==> src/rtl/ifb_pkg.sv <==
// Shared types and constants for the instruction prefetch buffer.
package ifb_pkg;

    localparam int unsigned ADDR_W     = 32;
    localparam int unsigned DATA_W     = 32;
    localparam int unsigned WORD_BYTES = 4;

    localparam logic [ADDR_W-1:0] RESET_PC_DEFAULT = 32'h0000_0000;

    typedef enum logic [1:0] {
        IDLE = 2'd0,
        REQ  = 2'd1,
        WAIT = 2'd2
    } ifb_state_e;

    // One buffered instruction: word-aligned fetch address plus its data.
    typedef struct packed {
        logic [ADDR_W-1:0] addr;
        logic [DATA_W-1:0] data;
    } ifb_entry_t;

endpackage

==> src/rtl/instr_prefetch_buffer_if.sv <==
// Core fetch port and instruction-memory bus of the prefetch buffer.
interface instr_prefetch_buffer_if;
    import ifb_pkg::*;

    logic [ADDR_W-1:0] core_addr_i;
    logic              core_rd_i;
    logic              core_ack_i;
    logic [DATA_W-1:0] core_data_o;
    logic              core_valid_o;
    logic              redirect_o;
    logic [ADDR_W-1:0] mem_addr_o;
    logic              mem_req_o;
    logic              mem_gnt_i;
    logic              mem_rvalid_i;
    logic [DATA_W-1:0] mem_rdata_i;

    // Prefetch buffer side.
    modport slave (
        input  core_addr_i, core_rd_i, core_ack_i,
        input  mem_gnt_i, mem_rvalid_i, mem_rdata_i,
        output core_data_o, core_valid_o, redirect_o,
        output mem_addr_o, mem_req_o
    );

    // Core and memory side.
    modport master (
        output core_addr_i, core_rd_i, core_ack_i,
        output mem_gnt_i, mem_rvalid_i, mem_rdata_i,
        input  core_data_o, core_valid_o, redirect_o,
        input  mem_addr_o, mem_req_o
    );

endinterface

==> src/rtl/ifb_fifo.sv <==
// Address-tagged instruction FIFO with flush and same-cycle push/pop.
module ifb_fifo
    import ifb_pkg::*;
#(
    parameter int unsigned DEPTH = 4
) (
    input  logic                   clk_i,
    input  logic                   rst_n_i,
    input  logic                   push,
    input  logic                   pop,
    input  logic                   flush,
    input  ifb_entry_t             wr_entry,
    output ifb_entry_t             head,
    output logic [$clog2(DEPTH):0] count,
    output logic                   empty,
    output logic                   full
);

    localparam int unsigned PTR_W = $clog2(DEPTH);
    localparam int unsigned CNT_W = PTR_W + 1;

    ifb_entry_t       mem_q [DEPTH];
    logic [PTR_W-1:0] wr_ptr_q;
    logic [PTR_W-1:0] rd_ptr_q;
    logic [CNT_W-1:0] count_q;
    logic             push_ok;
    logic             pop_ok;

    assign empty   = (count_q == '0);
    assign full    = (count_q == CNT_W'(DEPTH));
    assign push_ok = push && (!full || pop);
    assign pop_ok  = pop && !empty;
    assign head    = mem_q[rd_ptr_q];
    assign count   = count_q;

    // Pointers wrap naturally because DEPTH is a power of two.
    always_ff @(posedge clk_i or negedge rst_n_i) begin
        if (!rst_n_i) begin
            wr_ptr_q <= '0;
            rd_ptr_q <= '0;
            count_q  <= '0;
        end else if (flush) begin
            wr_ptr_q <= '0;
            rd_ptr_q <= '0;
            count_q  <= '0;
        end else begin
            if (push_ok) wr_ptr_q <= wr_ptr_q + PTR_W'(1);
            if (pop_ok)  rd_ptr_q <= rd_ptr_q + PTR_W'(1);
            count_q <= count_q + CNT_W'(push_ok) - CNT_W'(pop_ok);
        end
    end

    always_ff @(posedge clk_i) begin
        if (push_ok && !flush) mem_q[wr_ptr_q] <= wr_entry;
    end

endmodule

==> src/rtl/instr_prefetch_buffer.sv <==
// Sequential instruction prefetcher with tagged buffer and PC-mismatch redirect.
module instr_prefetch_buffer
    import ifb_pkg::*;
#(
    parameter int unsigned       DEPTH    = 4,
    parameter logic [ADDR_W-1:0] RESET_PC = RESET_PC_DEFAULT
) (
    input  logic                    clk_i,
    input  logic                    rst_n_i,
    instr_prefetch_buffer_if.slave  bus
);

    localparam int unsigned CNT_W = $clog2(DEPTH) + 1;

    ifb_state_e        state_q, state_d;
    logic [ADDR_W-1:0] fetch_pc_q, fetch_pc_d;
    logic [ADDR_W-1:0] out_addr_q, out_addr_d;
    logic [ADDR_W-1:0] mem_addr_q, mem_addr_d;
    logic              discard_q, discard_d;

    ifb_entry_t        fifo_head;
    ifb_entry_t        wr_entry;
    logic [CNT_W-1:0]  fifo_count;
    logic [CNT_W-1:0]  count_after;
    logic              fifo_empty;
    logic              fifo_full;

    logic [ADDR_W-1:0] core_word;
    logic [ADDR_W-1:0] exp_pc;
    logic              hit;
    logic              miss;
    logic              push;
    logic              pop;

    // Every stored and expected address is word aligned, so compare whole words.
    assign core_word = bus.core_addr_i & ~ADDR_W'(WORD_BYTES - 1);

    always_comb begin
        if (!fifo_empty)                        exp_pc = fifo_head.addr;
        else if (state_q == WAIT && !discard_q) exp_pc = out_addr_q;
        else                                    exp_pc = fetch_pc_q;
    end

    assign hit      = bus.core_rd_i && !fifo_empty && (fifo_head.addr == core_word);
    assign miss     = bus.core_rd_i && (core_word != exp_pc);
    assign pop      = hit && bus.core_ack_i;
    assign push     = (state_q == WAIT) && bus.mem_rvalid_i && !discard_q && !miss;
    assign wr_entry = '{addr: out_addr_q, data: bus.mem_rdata_i};

    // Occupancy after this cycle, used to decide whether to issue another fetch.
    assign count_after = miss ? '0 : (fifo_count + CNT_W'(push) - CNT_W'(pop));

    ifb_fifo #(
        .DEPTH (DEPTH)
    ) u_fifo (
        .clk_i    (clk_i),
        .rst_n_i  (rst_n_i),
        .push     (push),
        .pop      (pop),
        .flush    (miss),
        .wr_entry (wr_entry),
        .head     (fifo_head),
        .count    (fifo_count),
        .empty    (fifo_empty),
        .full     (fifo_full)
    );

    always_ff @(posedge clk_i or negedge rst_n_i) begin
        if (!rst_n_i) begin
            state_q    <= IDLE;
            fetch_pc_q <= RESET_PC;
            out_addr_q <= RESET_PC;
            mem_addr_q <= RESET_PC;
            discard_q  <= 1'b0;
        end else begin
            state_q    <= state_d;
            fetch_pc_q <= fetch_pc_d;
            out_addr_q <= out_addr_d;
            mem_addr_q <= mem_addr_d;
            discard_q  <= discard_d;
        end
    end

    // A redirect during an outstanding fetch marks its response for discard.
    always_comb begin
        state_d    = state_q;
        fetch_pc_d = fetch_pc_q;
        out_addr_d = out_addr_q;
        mem_addr_d = mem_addr_q;
        discard_d  = discard_q;

        if (miss) fetch_pc_d = core_word;

        unique case (state_q)
            IDLE: begin
                if (!fifo_full) begin
                    state_d    = REQ;
                    mem_addr_d = fetch_pc_d;
                end
            end
            REQ: begin
                if (miss) discard_d = 1'b1;
                if (bus.mem_gnt_i) begin
                    state_d    = WAIT;
                    out_addr_d = mem_addr_q;
                    if (!miss && !discard_q) fetch_pc_d = mem_addr_q + ADDR_W'(WORD_BYTES);
                end
            end
            WAIT: begin
                if (miss) discard_d = 1'b1;
                if (bus.mem_rvalid_i) begin
                    discard_d = 1'b0;
                    if (count_after < CNT_W'(DEPTH)) begin
                        state_d    = REQ;
                        mem_addr_d = fetch_pc_d;
                    end else begin
                        state_d = IDLE;
                    end
                end
            end
            default: state_d = IDLE;
        endcase
    end

    assign bus.core_data_o  = fifo_empty ? '0 : fifo_head.data;
    assign bus.core_valid_o = hit;
    assign bus.redirect_o   = miss;
    assign bus.mem_req_o    = (state_q == REQ);
    assign bus.mem_addr_o   = mem_addr_q;

endmodule

==> src/flat_wrapper.sv <==
// flat-port wrapper written by rule: the top's interface ports become plain ports
module instr_prefetch_buffer_flat import ifb_pkg::*;
#(
    parameter int unsigned       DEPTH    = 4,
    parameter logic [ADDR_W-1:0] RESET_PC = RESET_PC_DEFAULT
)
  (clk_i, rst_n_i, bus_core_addr_i, bus_core_rd_i, bus_core_ack_i, bus_mem_gnt_i, bus_mem_rvalid_i, bus_mem_rdata_i, bus_core_data_o, bus_core_valid_o, bus_redirect_o, bus_mem_addr_o, bus_mem_req_o);
  instr_prefetch_buffer_if bus_i ();
  input  logic clk_i;
  input  logic rst_n_i;
  input wire logic [$bits(bus_i.core_addr_i)-1:0] bus_core_addr_i;
  input wire logic [$bits(bus_i.core_rd_i)-1:0] bus_core_rd_i;
  input wire logic [$bits(bus_i.core_ack_i)-1:0] bus_core_ack_i;
  input wire logic [$bits(bus_i.mem_gnt_i)-1:0] bus_mem_gnt_i;
  input wire logic [$bits(bus_i.mem_rvalid_i)-1:0] bus_mem_rvalid_i;
  input wire logic [$bits(bus_i.mem_rdata_i)-1:0] bus_mem_rdata_i;
  output wire logic [$bits(bus_i.core_data_o)-1:0] bus_core_data_o;
  output wire logic [$bits(bus_i.core_valid_o)-1:0] bus_core_valid_o;
  output wire logic [$bits(bus_i.redirect_o)-1:0] bus_redirect_o;
  output wire logic [$bits(bus_i.mem_addr_o)-1:0] bus_mem_addr_o;
  output wire logic [$bits(bus_i.mem_req_o)-1:0] bus_mem_req_o;
  assign bus_i.core_addr_i = bus_core_addr_i;
  assign bus_i.core_rd_i = bus_core_rd_i;
  assign bus_i.core_ack_i = bus_core_ack_i;
  assign bus_i.mem_gnt_i = bus_mem_gnt_i;
  assign bus_i.mem_rvalid_i = bus_mem_rvalid_i;
  assign bus_i.mem_rdata_i = bus_mem_rdata_i;
  assign bus_core_data_o = bus_i.core_data_o;
  assign bus_core_valid_o = bus_i.core_valid_o;
  assign bus_redirect_o = bus_i.redirect_o;
  assign bus_mem_addr_o = bus_i.mem_addr_o;
  assign bus_mem_req_o = bus_i.mem_req_o;
  instr_prefetch_buffer #(.DEPTH(DEPTH), .RESET_PC(RESET_PC)) u_core (.clk_i(clk_i), .rst_n_i(rst_n_i), .bus(bus_i));
endmodule
==> config.mk <==
export PLATFORM = sky130hd
export DESIGN_NAME = instr_prefetch_buffer_flat
export DESIGN_NICKNAME = d
export VERILOG_FILES = /design/src/rtl/ifb_pkg.sv /design/src/rtl/instr_prefetch_buffer_if.sv /design/src/rtl/ifb_fifo.sv /design/src/rtl/instr_prefetch_buffer.sv /design/src/flat_wrapper.sv
export SDC_FILE = /design/constraint.sdc
export NUM_CORES = 1
export LEC_CHECK = 0
export CAP_MARGIN = 20
export CORE_AREA = 2 2 179 181
export CTS_CLUSTER_SIZE = 20
export DETAILED_ROUTE_END_ITERATION = 10
export DIE_AREA = 0 0 181 183
export GPL_TIMING_DRIVEN = 0
export PLACE_DENSITY = 0.84
export SLEW_MARGIN = 10
export SYNTH_ARGS = -nofsm -noshare
export SYNTH_HDL_FRONTEND = slang
export SYNTH_HIERARCHICAL = 1
export SYNTH_SLANG_ARGS = --single-unit
==> constraint.sdc <==
create_clock -name clk_i -period 4.9 [get_ports clk_i]
set_input_delay 1.225 -clock clk_i [delete_from_list [all_inputs] [get_ports clk_i]]
set_output_delay 1.225 -clock clk_i [all_outputs]
set_load 0.01 [all_outputs]
==> impl_metrics.tcl <==
set metrics [dict create \
    outcome "complete, no violations" \
    synth-seq-cells 362 \
    placedCellCount 1579 \
    root_buffer "clkbuf_16" \
    maxCapViolCount 0 \
    portBuffers 134 \
    synth.yosys.warnings 6 \
    core_um2 31200 \
    postCtsHoldBufs 0 \
    maxUsedRoutingLayer "met4" \
    timing.final.ws_setup_ps 6.11 \
    synth_edf_count 256 \
    post-place-ws_ps -1730 \
    final.min_clock_period_ps 4890 \
    power_mw 9.36 \
    crit_fanout 8 \
    synthCells 1037 \
    synthXorXnorAreaFrac_pct 5.03 \
    antenna_cells 0 \
    synth_area_leaders "edfxtp_1 (48%), dfrtp_1 (17%), mux4_2 (9.0%), mux2i_1 (5.9%), xnor2_1 (3.9%)" \
    synth.top_cell.area_share_pct 48.0 \
    ys_seq_area_share_pct 64.6 \
    rr_endpoint "u_core/bus.mem_addr_o[24]" \
    met1_length_mm 16.1 \
    num_rows 65 \
    final_cell_area_um2 20100 \
    dieArea_um2 33100 \
    synth.largest_area_cell "edfxtp_1" \
    wl_per_cell_um 24.2 \
    tightest_slew_ps 1090 \
    viasPerCell 5.98 \
    layout-drive-gt1-share_pct 19.8 \
    numCtsBuffers 37 \
    cts.path.max_buffers 3 \
    fin_hold_ws_ps 514 \
    reg2reg_depth 21 \
    ys.flop_type "edfxtp_1" \
    fin_setup_tns_ps 0 \
    report.final.slew_viol_count 0 \
    route.met2.wl_mm 19.7 \
    grt-ovfl-total 0 \
    htreeDepth 2 \
    place_area_um2 18000 \
    synth_compound_area_share_pct 3.27 \
    wl_mm 40.8 \
    syn_avg_cell_area_um2 15.4 \
    path_class "reg2out" \
    async_flop_share_pct 29.3 \
    finalHoldViolCount 0 \
    grt_max_degree 92 \
    end_kind "output pin" \
    yosys.area_share.simple_pct 8.01 \
    nets 1337 \
    rsz0062_at_grt "true" \
    die_w_um 181 \
    skew_ps 29.0 \
    grt_pass1_vias 10236 \
    regToRegStartpoint "u_core/u_fifo/rd_ptr_q[0]" \
    cp.arrival_ps 3670 \
    relSlewSlack_pct 26.3 \
    vdd_drop_max_v 0.000454 \
    firstDrtPassIters 7 \
    pin_count 137 \
    synth.distinct_cells 45 \
    synth_common_cells "edfxtp_1 (256), dfrtp_1 (106), mux2i_1 (95)" \
    die_y_um 183 \
    synth_area_um2 16000 \
    synthMuxAreaShare_pct 15.0 \
    dpl.hpwl_mm 26.7 \
    cts_tree "done" \
    post-synth-top-count-cell "edfxtp_1" \
    grt_pass1_wl_mm 60.8 \
    cp.required_ps 3670 \
    drc_errors 0 \
    track_usage_pct 24.4 \
    startpoint_type "flop" \
    synth_fp_nets 1121 \
    syn2layout_area_growth_pct 25.6 \
    final_core_util_pct 64.4 \
    fmax_ghz 0.204 \
    start_util_pct 51.3 \
    antenna_found_initial 0 \
    clk_pin_slew_ps 70 \
    vias 10066 \
    numClockSinks 362 \
    stdcell_count 1682 \
    drt_iter0_markers 1010 \
    place_congestion 0.919 \
    setup_viol 0 \
    powerDensity_nw_per_um2 465 \
    insertion_delay_ps 530 \
    finalCritPeriodShare_pct 99.9 \
    leakage_nw 7.49 \
    rrSetupSlack_ps 50 \
    synth_top_family_by_area "multiplexers" \
    postRouteAntennaNets 0 \
    hp-class "in2async" \
    synthAdderAreaFrac_pct 1.14 \
    wl_met3_mm 3.29 \
]
critical path, cell delays in order, from the launching register on:
cell and delay, ps:
dfrtp_1 390, buf_12 150, buf_12 140, mux4_2 550, nor2b_1 160, a311oi_1 250
xnor2_1 200, nor4_2 320, nand4_1 250, o41ai_4 430, buf_6 170, inv_4 30
buf_6 110
layout make-up:
class | count | area, µm²
tap | 402 | 503
inverter | 49 | 186
multi-input combinational | 574 | 5500
clock buffer | 46 | 1040
buffer | 52 | 432
timing repair buffer | 177 | 1860
sequential | 362 | 10300
fill | 2134 | 11100
clock inverter | 20 | 251
kinds of logic after synthesis:
| family | after synthesis |
|---|---|
| flops | 362 |
| simple gates | 227 |
| mux | 160 |
| buf+inv | 102 |
| xor+xnor | 92 |
| compound gates | 80 |
| fa+ha+maj | 14 |
layout by cell type, fill, tap and decap left out, drive strengths merged, types with 2 or more instances in the layout:
cell | synthesis | layout
a31oi | 11 | 11
clkbuf | 21 | 73
nor3b | 2 | 2
clkdlybuf4s50 | 0 | 131
nor2b | 57 | 57
nor4 | 13 | 13
nor2 | 25 | 25
clkinv | 0 | 9
inv | 49 | 53
ha | 13 | 13
edfxtp | 256 | 256
clkinvlp | 0 | 2
bufinv | 0 | 5
nand4 | 14 | 14
nand3 | 10 | 10
or3 | 3 | 3
xor2 | 21 | 21
dfrtp | 106 | 106
a21oi | 4 | 4
xnor2 | 71 | 71
or4b | 2 | 2
nand2b | 3 | 3
o21ai | 36 | 36
mux2i | 95 | 95
and2 | 5 | 6
o31ai | 3 | 3
buf | 32 | 70
nand2 | 60 | 60
mux4 | 64 | 64
a311oi | 21 | 21
and4b | 21 | 21
nor3 | 9 | 9
routing by layer:
layer  vias up  track usage, %
li1       4334               -
met1      5076            32.8
met2       536            40.0
met3       120            4.61
met4         0            9.53
met5         -               0
flip-flops by register name, summed over array words and instances, names as in the netlist:
name and count:
u_core/bus.mem_addr_o 32, u_core/u_fifo/rd_ptr_q 2, u_core/state_q 2, u_core/u_fifo/mem_q 256
u_core/discard_q 1, u_core/u_fifo/wr_ptr_q 2, u_core/fetch_pc_q 32, u_core/out_addr_q 32
u_core/u_fifo/count 3
worst max-delay path by stage:
stage	startpoint	endpoint
6_report	u_core/u_fifo/rd_ptr_q[0]	bus_redirect_o
5_1_grt	u_core/u_fifo/rd_ptr_q[0]	bus_redirect_o
3_3_place_gp	u_core/u_fifo/count[1]	u_core/u_fifo/mem_q[1][54]
4_1_cts	u_core/u_fifo/rd_ptr_q[0]	u_core/bus.mem_addr_o[12]
3_5_place_dp	u_core/u_fifo/count[1]	u_core/bus.mem_addr_o[12]
2_1_floorplan	u_core/u_fifo/rd_ptr_q[0]	u_core/u_fifo/mem_q[0][0]
where the power goes:
part | internal, mW | switching [mW] | total [mW] | leakage (nW)
registers | 3.73 | 0.467 | 4.20 | 3.60
logic | 1.11 | 1.10 | 2.21 | 3.27
clock network | 1.79 | 1.16 | 2.95 | 0.629
timing repair:
item	4_1_cts	5_1_grt
endpoints found under the hold margin	0	0
gates cloned	2	3
resized for setup	63	49
setup endpoints to repair	336	245
setup buffers	21	12
pin swaps	21	18
Note: power is estimated with default switching activity, not from simulation.
